$ cat src/rtl/acq_pkg.sv
// Shared types and sizes for the hydrophone capture sequencer.
package acq_pkg;

    localparam int NCHAN       = 4;
    localparam int FRAME_CNT_W = 16;
    localparam int TMR_W       = 8;

    typedef enum logic [2:0] {
        ST_IDLE     = 3'd0,
        ST_WAIT_ALL = 3'd1,
        ST_ALIGN    = 3'd2,
        ST_SETTLE   = 3'd3,
        ST_READY    = 3'd4,
        ST_RELEASE  = 3'd5
    } seq_state_e;

    // A frame is coherent only when every channel filled the same bank.
    function automatic logic banks_agree(input logic [NCHAN-1:0] bank);
        return (&bank) | ~(|bank);
    endfunction

endpackage

$ cat src/rtl/capture_seq_ctrl_if.sv
// Channel-buffer / register-block signal bundle seen by the capture sequencer.
interface capture_seq_ctrl_if;

    logic                               I_softReset;
    logic                               I_enable;
    logic [acq_pkg::NCHAN-1:0]          I_chanRdy;
    logic [acq_pkg::NCHAN-1:0]          I_chanBank;
    logic                               I_dataRead;
    logic                               I_errClr;
    logic                               O_sampleRdy;
    logic                               O_bankSelect;
    logic                               O_chanRelease;
    logic                               O_overrun;
    logic                               O_skewErr;
    logic [acq_pkg::FRAME_CNT_W-1:0]    O_frameCount;
    logic [2:0]                         O_state;

    modport master (
        input  I_softReset, I_enable, I_chanRdy, I_chanBank, I_dataRead, I_errClr,
        output O_sampleRdy, O_bankSelect, O_chanRelease, O_overrun, O_skewErr,
               O_frameCount, O_state
    );

    modport slave (
        output I_softReset, I_enable, I_chanRdy, I_chanBank, I_dataRead, I_errClr,
        input  O_sampleRdy, O_bankSelect, O_chanRelease, O_overrun, O_skewErr,
               O_frameCount, O_state
    );

endinterface

$ cat src/rtl/seq_timer.sv
// Loadable 8-bit down-counter, shared between skew and settle timing.
module seq_timer
    import acq_pkg::*;
(
    input  logic             i_clk,
    input  logic             i_rst_n,
    input  logic             i_clr,
    input  logic             i_load,
    input  logic [TMR_W-1:0] i_loadVal,
    input  logic             i_dec,
    output logic             o_zero
);

    logic [TMR_W-1:0] r_cnt;

    // Holds at zero so a late reader still sees the expiry.
    always_ff @(posedge i_clk or negedge i_rst_n) begin
        if (!i_rst_n)
            r_cnt <= '0;
        else if (i_clr)
            r_cnt <= '0;
        else if (i_load)
            r_cnt <= i_loadVal;
        else if (i_dec && (r_cnt != '0))
            r_cnt <= r_cnt - TMR_W'(1);
    end

    assign o_zero = (r_cnt == '0);

endmodule

$ cat src/rtl/capture_seq_ctrl.sv
// Frame sequencer: waits for aligned, settled channel buffers, presents one frame
// to the register block and releases the buffers once the DSP has read it.
module capture_seq_ctrl #(
    parameter int SETTLE_CYCLES = 7,
    parameter int SKEW_LIMIT    = 15,
    parameter int NCHAN         = acq_pkg::NCHAN
) (
    input  logic               BF_I_clk,
    input  logic               I_rst_n,
    capture_seq_ctrl_if.master bus
);
    import acq_pkg::*;

    // Timer counts down to zero; expiry lands on the N-th edge after entry.
    localparam logic [TMR_W-1:0] SETTLE_LD = TMR_W'(SETTLE_CYCLES - 1);
    localparam logic [TMR_W-1:0] SKEW_LD   = TMR_W'(SKEW_LIMIT - 1);

    seq_state_e             r_state;
    logic                   r_sampleRdy;
    logic                   r_bankSelect;
    logic                   r_chanRelease;
    logic                   r_overrun;
    logic                   r_skewErr;
    logic [FRAME_CNT_W-1:0] r_frameCount;

    logic             w_allRdy;
    logic             w_anyRdy;
    logic             w_bankDiff;
    logic             w_toAlign;
    logic             w_toSettle;
    logic             w_tmrLoad;
    logic             w_tmrDec;
    logic             w_tmrZero;
    logic [TMR_W-1:0] w_tmrLdVal;

    assign w_allRdy   = &bus.I_chanRdy;
    assign w_anyRdy   = |bus.I_chanRdy;
    assign w_bankDiff = (bus.I_chanBank != {NCHAN{r_bankSelect}});

    // Entry conditions are shared by the FSM and the timer so both agree on the edge.
    assign w_toAlign  = bus.I_enable &&
                        (((r_state == ST_WAIT_ALL) && w_anyRdy && !w_allRdy) ||
                         ((r_state == ST_SETTLE) && !w_allRdy));
    assign w_toSettle = bus.I_enable && w_allRdy &&
                        ((r_state == ST_WAIT_ALL) || (r_state == ST_ALIGN));
    assign w_tmrLoad  = w_toAlign | w_toSettle;
    assign w_tmrLdVal = w_toSettle ? SETTLE_LD : SKEW_LD;
    assign w_tmrDec   = (r_state == ST_ALIGN) || (r_state == ST_SETTLE);

    seq_timer u_timer (
        .i_clk     (BF_I_clk),
        .i_rst_n   (I_rst_n),
        .i_clr     (bus.I_softReset),
        .i_load    (w_tmrLoad),
        .i_loadVal (w_tmrLdVal),
        .i_dec     (w_tmrDec),
        .o_zero    (w_tmrZero)
    );

    always_ff @(posedge BF_I_clk or negedge I_rst_n) begin
        if (!I_rst_n) begin
            r_state       <= ST_IDLE;
            r_sampleRdy   <= 1'b0;
            r_bankSelect  <= 1'b0;
            r_chanRelease <= 1'b0;
            r_overrun     <= 1'b0;
            r_skewErr     <= 1'b0;
            r_frameCount  <= '0;
        end else if (bus.I_softReset) begin
            r_state       <= ST_IDLE;
            r_sampleRdy   <= 1'b0;
            r_bankSelect  <= 1'b0;
            r_chanRelease <= 1'b0;
            r_overrun     <= 1'b0;
            r_skewErr     <= 1'b0;
            r_frameCount  <= '0;
        end else begin
            r_chanRelease <= 1'b0;
            // Clear first so a same-cycle error set below takes precedence.
            if (bus.I_errClr) begin
                r_overrun <= 1'b0;
                r_skewErr <= 1'b0;
            end
            case (r_state)
                ST_IDLE: begin
                    if (bus.I_enable)
                        r_state <= ST_WAIT_ALL;
                end
                ST_WAIT_ALL: begin
                    if (!bus.I_enable)
                        r_state <= ST_IDLE;
                    else if (w_toSettle)
                        r_state <= ST_SETTLE;
                    else if (w_toAlign)
                        r_state <= ST_ALIGN;
                end
                ST_ALIGN: begin
                    if (!bus.I_enable)
                        r_state <= ST_IDLE;
                    else if (w_toSettle)
                        r_state <= ST_SETTLE;
                    else if (w_tmrZero) begin
                        r_skewErr     <= 1'b1;
                        r_chanRelease <= 1'b1;
                        r_state       <= ST_RELEASE;
                    end
                end
                ST_SETTLE: begin
                    if (!bus.I_enable)
                        r_state <= ST_IDLE;
                    else if (w_toAlign)
                        r_state <= ST_ALIGN;
                    else if (w_tmrZero) begin
                        if (banks_agree(bus.I_chanBank)) begin
                            r_bankSelect <= bus.I_chanBank[0];
                            r_frameCount <= r_frameCount + FRAME_CNT_W'(1);
                            r_sampleRdy  <= 1'b1;
                            r_state      <= ST_READY;
                        end else begin
                            r_skewErr     <= 1'b1;
                            r_chanRelease <= 1'b1;
                            r_state       <= ST_RELEASE;
                        end
                    end
                end
                ST_READY: begin
                    // A channel moving on to another bank while the frame is held is an overrun.
                    if (w_bankDiff)
                        r_overrun <= 1'b1;
                    if (bus.I_dataRead) begin
                        r_sampleRdy   <= 1'b0;
                        r_chanRelease <= 1'b1;
                        r_state       <= ST_RELEASE;
                    end
                end
                ST_RELEASE: begin
                    if (!w_anyRdy)
                        r_state <= bus.I_enable ? ST_WAIT_ALL : ST_IDLE;
                end
                default: r_state <= ST_IDLE;
            endcase
        end
    end

    assign bus.O_sampleRdy   = r_sampleRdy;
    assign bus.O_bankSelect  = r_bankSelect;
    assign bus.O_chanRelease = r_chanRelease;
    assign bus.O_overrun     = r_overrun;
    assign bus.O_skewErr     = r_skewErr;
    assign bus.O_frameCount  = r_frameCount;
    assign bus.O_state       = r_state;

endmodule

$ cat src/flat_wrapper.sv
// flat-port wrapper written by rule: the top's interface ports become plain ports
module capture_seq_ctrl_flat import acq_pkg::*;
#(
    parameter int SETTLE_CYCLES = 7,
    parameter int SKEW_LIMIT    = 15,
    parameter int NCHAN         = acq_pkg::NCHAN
)
  (BF_I_clk, I_rst_n, bus_I_softReset, bus_I_enable, bus_I_chanRdy, bus_I_chanBank, bus_I_dataRead, bus_I_errClr, bus_O_sampleRdy, bus_O_bankSelect, bus_O_chanRelease, bus_O_overrun, bus_O_skewErr, bus_O_frameCount, bus_O_state);
  capture_seq_ctrl_if bus_i ();
  input  logic BF_I_clk;
  input  logic I_rst_n;
  input wire logic [$bits(bus_i.I_softReset)-1:0] bus_I_softReset;
  input wire logic [$bits(bus_i.I_enable)-1:0] bus_I_enable;
  input wire logic [$bits(bus_i.I_chanRdy)-1:0] bus_I_chanRdy;
  input wire logic [$bits(bus_i.I_chanBank)-1:0] bus_I_chanBank;
  input wire logic [$bits(bus_i.I_dataRead)-1:0] bus_I_dataRead;
  input wire logic [$bits(bus_i.I_errClr)-1:0] bus_I_errClr;
  output wire logic [$bits(bus_i.O_sampleRdy)-1:0] bus_O_sampleRdy;
  output wire logic [$bits(bus_i.O_bankSelect)-1:0] bus_O_bankSelect;
  output wire logic [$bits(bus_i.O_chanRelease)-1:0] bus_O_chanRelease;
  output wire logic [$bits(bus_i.O_overrun)-1:0] bus_O_overrun;
  output wire logic [$bits(bus_i.O_skewErr)-1:0] bus_O_skewErr;
  output wire logic [$bits(bus_i.O_frameCount)-1:0] bus_O_frameCount;
  output wire logic [$bits(bus_i.O_state)-1:0] bus_O_state;
  assign bus_i.I_softReset = bus_I_softReset;
  assign bus_i.I_enable = bus_I_enable;
  assign bus_i.I_chanRdy = bus_I_chanRdy;
  assign bus_i.I_chanBank = bus_I_chanBank;
  assign bus_i.I_dataRead = bus_I_dataRead;
  assign bus_i.I_errClr = bus_I_errClr;
  assign bus_O_sampleRdy = bus_i.O_sampleRdy;
  assign bus_O_bankSelect = bus_i.O_bankSelect;
  assign bus_O_chanRelease = bus_i.O_chanRelease;
  assign bus_O_overrun = bus_i.O_overrun;
  assign bus_O_skewErr = bus_i.O_skewErr;
  assign bus_O_frameCount = bus_i.O_frameCount;
  assign bus_O_state = bus_i.O_state;
  capture_seq_ctrl #(.SETTLE_CYCLES(SETTLE_CYCLES), .SKEW_LIMIT(SKEW_LIMIT), .NCHAN(NCHAN)) u_core (.BF_I_clk(BF_I_clk), .I_rst_n(I_rst_n), .bus(bus_i));
endmodule
$ cat config.mk
export PLATFORM = sky130hd
export DESIGN_NAME = capture_seq_ctrl_flat
export DESIGN_NICKNAME = d
export VERILOG_FILES = /design/src/rtl/acq_pkg.sv /design/src/rtl/capture_seq_ctrl_if.sv /design/src/rtl/seq_timer.sv /design/src/rtl/capture_seq_ctrl.sv /design/src/flat_wrapper.sv
export SDC_FILE = /design/constraint.sdc
export NUM_CORES = 1
export LEC_CHECK = 0
export BUFFER_PORTS_ARGS = -buffer_cell sky130_fd_sc_hd__buf_4
export CAP_MARGIN = 0
export CORE_MARGIN = 2
export CORE_UTILIZATION = 40
export CTS_BUF_LIST = sky130_fd_sc_hd__clkbuf_4 sky130_fd_sc_hd__clkbuf_8
export CTS_CLUSTER_DIAMETER = 60
export DETAILED_ROUTE_END_ITERATION = 10
export SLEW_MARGIN = 20
export SYNTH_ARGS = -nofsm -noshare
export SYNTH_HDL_FRONTEND = slang
export SYNTH_HIERARCHICAL = 1
export SYNTH_SLANG_ARGS = --single-unit
$ cat constraint.sdc
create_clock -name BF_I_clk -period 4.6 [get_ports BF_I_clk]
set_input_delay 0.23 -clock BF_I_clk [delete_from_list [all_inputs] [get_ports BF_I_clk]]
set_output_delay 0.23 -clock BF_I_clk [all_outputs]
set_load 0.02 [all_outputs]
==> flow_metrics.env <==
export IMPL_status="finished clean"
export IMPL_grtUsageTotal=0.169
export IMPL_synth_cell_types=53
export IMPL_leakage_uw=0.00109
export IMPL_power_switching_uw=352
export IMPL_period_share=0.633
export IMPL_syn2layout_area_growth_pct=21.7
export IMPL_start_kind="flip-flop"
export IMPL_final_cell_area_sq_mm=0.00253
export IMPL_power_frac_comb=0.329
export IMPL_synthTopCellsByArea="dfrtp_1 39%, a21oi_1 5.3%, nor2_1 3.1%"
export IMPL_tns_ns=0
export IMPL_die_w_microns=76.1
export IMPL_slew_headroom=0.483
export IMPL_dr_total_vias=1807
export IMPL_ioPinCount=38
export IMPL_cts_tree="yes"
export IMPL_internal_power_uw=623
export IMPL_diodes=0
export IMPL_drt_wirelength_per_cell_microns=14.2
export IMPL_slowest_delay_ns=0.62
export IMPL_numCtsBuffers=5
export IMPL_clockBufferDepth=2
export IMPL_h_tree_depth=2
export IMPL_drive_gt1_frac=0.231
export IMPL_synthSimpleGateAreaFrac=0.266
export IMPL_synth_xor_area_frac=0.0253
export IMPL_cp_end_kind="flip-flop"
export IMPL_clock_skew_ns=0.00960
export IMPL_min_period_ns=2.91
export IMPL_layout_nets=280
export IMPL_synth_enable_flop_cells=0
export IMPL_synth_adder_area_share=0.0181
export IMPL_dpl_instance_area_sq_mm=0.00241
export IMPL_synthesis_area_sq_mm=0.00208
export IMPL_synth_compound_area_frac=0.201
export IMPL_gp_congestion=0.762
export IMPL_dr_pass1_iters=4
export IMPL_synth_seq_cells=32
export IMPL_final_cell_mix="37 x buf_4, 32 x dfrtp_1, 22 x a21oi_1, 17 x nor2_1, 12 x inv_1"
export IMPL_avgSynthCellArea_sq_um=9.23
export IMPL_dp_hpwl_microns=3240
export IMPL_gr_total_overflow=0
export IMPL_crit_path_cell_trace="inv_1, ha_1, nor2b_1, nand2_1, nor2_1, and4b_1, o2111ai_2, or4_1, a21oi_1"
export IMPL_power_frac_seq=0.391
export IMPL_pwr_share_clk=0.280
export IMPL_finalSetupViolCount=0
export IMPL_synth_top_area_share=0.386
export IMPL_drv_slew=0
export IMPL_cap_violations=0
export IMPL_power_per_cell_area_mw_per_mm2=385
export IMPL_hold_viol=0
export IMPL_swShare=0.361
export IMPL_rows=26
export IMPL_via_per_inst=5.41
export IMPL_timing_hold_ws_ns=0.208
export IMPL_rrSetupSlack_ns=1.69
export IMPL_max_slew_worst_pin_slew_ns=0.776
export IMPL_antenna_found_initial=0
export IMPL_hp_class="in -> reg"
export IMPL_yosysSeqAreaShare=0.386
export IMPL_grt_max_degree=41
export IMPL_final_common_cell="buf_4"
export IMPL_dieArea_sq_mm=0.00579
export IMPL_path_class="reg -> reg"
export IMPL_synth_ff_type="dfrtp_1"
export IMPL_synth_async_reset_ratio=1.00
export IMPL_critPathArrivalTime_ns=3.12
export IMPL_max_freq_ghz=0.343
export IMPL_synthCells=225
export IMPL_die_y_microns=76.1
export IMPL_rsz0062_at_grt="false"
export IMPL_worst_path_max_delay_cell="or4_1"
export IMPL_crit_path_max_fanout=18
export IMPL_start_util=0.409
export IMPL_routed_wirelength_microns=4730
export IMPL_drt_iter0_markers=59
export IMPL_clkLatencyLatePin_ns=0.28
export IMPL_core_sq_mm=0.00507
export IMPL_drc=0
export IMPL_worst_r2r_cell_count=9
export IMPL_postRouteAntennaNets=0
export IMPL_portBuffers=37
export IMPL_clock_sinks=32
export IMPL_cts_root_buf="clkbuf_8"
export IMPL_grt_pass1_vias=1724
export IMPL_synth_top_family_by_area="simple AND/OR/NAND/NOR gates"
export IMPL_post_synth_top_area_cell="dfrtp_1"
export IMPL_fillerInstances=520
export IMPL_crit_required_ns=4.80
export IMPL_yosysWarnings=6
export IMPL_peakVddDrop_mv=0.145
export IMPL_whs_path_depth=3
export IMPL_synth_mux_area_frac=0.0512
export IMPL_grt_pass1_wl_microns=8070
export IMPL_clk_pin_slew_ns=0.07
-- cells in the mapped netlist, drive strengths merged (2+ instances only) --
library cell  instances
a2111oi               2
a211oi                3
a21oi                22
a221oi                3
and3                  3
and4                  4
and4b                 2
buf                   4
clkbuf                9
conb                  2
dfrtp                32
ha                    3
inv                  12
mux2                  5
mux2i                 5
nand2                10
nand2b                3
nand3                 8
nand4                 3
nor2                 17
nor2b                 9
nor3                  3
nor3b                 3
nor4                  5
o211ai                2
o21a                  2
o21ai                 7
o21bai                2
o31ai                 7
or3                   4
or4                  10
xnor2                 3
xor2                  3
-- cells by family (layout without fill, tap and decap cells) --
family | Yosys count | in the layout
AOI/OAI and AO/OA | 58 | 58
buffers and inverters | 25 | 58
and+or+nand+nor | 89 | 89
DFF | 32 | 32
other | 2 | 8
adders and majority gates | 3 | 3
xor gates and xnor gates | 6 | 6
muxes | 10 | 10
-- path summary, 6_finish.rpt --
kind                                          from                           to
min reg2reg                 u_core/bus.O_sampleRdy       u_core/bus.O_sampleRdy
min in group asynchronous                  I_rst_n      u_core/u_timer/r_cnt[0]
max reg2reg                u_core/u_timer/r_cnt[0]  u_core/bus.O_frameCount[14]
min                                   bus_I_errClr         u_core/bus.O_skewErr
max in group asynchronous                  I_rst_n      u_core/u_timer/r_cnt[6]
max                        u_core/u_timer/r_cnt[0]  u_core/bus.O_frameCount[14]
-- metrics by stage --
stage / power (uW) / util / worst slack (ns) / cells
after floorplan: 622 / - / 2.28 / 231
after global placement: 705 / 0.474 / 1.80 / 325
after detailed placement: 709 / 0.474 / 1.69 / 325
after CTS: 985 / 0.498 / 1.67 / 334
after global routing: 1050 / 0.498 / 1.42 / 334
final: 975 / 0.498 / 1.69 / 334
-- routing by layer --
metal  track usage  routed length (microns)  vias to the layer above
met1         0.227                     2330                      855
met3        0.0344                      146                        9
li1              -                        -                      910
met4        0.0691                       78                        0
met5             0                        0                        -
met2         0.266                     2180                       33
-- sequential cells by signal, indices dropped and copies added (netlist names) --
name                      count
u_core/bus.O_bankSelect       1
u_core/bus.O_chanRelease      1
u_core/bus.O_frameCount      16
u_core/bus.O_overrun          1
u_core/bus.O_sampleRdy        1
u_core/bus.O_skewErr          1
u_core/bus.O_state            3
u_core/u_timer/r_cnt          8
-- layout make-up --
class | instances | area [sq um] | share of cell area
clock buffers | 6 | 76.3 | 0.0302
clock inverters | 2 | 35.0 | 0.0139
inverters | 12 | 45.0 | 0.0178
multi-input cells | 174 | 1200 | 0.473
flip-flops and latches | 32 | 801 | 0.317
well taps | 70 | 87.6 | 0.0346
repair buffers | 38 | 288 | 0.114
-- worst max-delay path, delay by kind of cell, from the launching register on --
kind,cells,cell delay (ns)
adders and majority gates,1,0.18
AOI/OAI and AO/OA,2,0.59
buffers and inverters,1,0.09
and+or+nand+nor,5,1.56
DFF,1,0.41
-- timing repair --
item / in CTS / in global routing
hold endpoints to repair: 32 / 0
hold buffers: 1 / 0
gates resized for setup: 0 / 0
setup buffers: 0 / 0
-- power groups by stage --
stage	clock [uW]	sequential, uW	combinational (uW)
global placement	0	385	320
finish	273	381	321
CTS	279	382	324
detailed placement	0	387	322
floorplan	0	372	251
global route	294	392	363
Power figures use the tool's default switching activity.
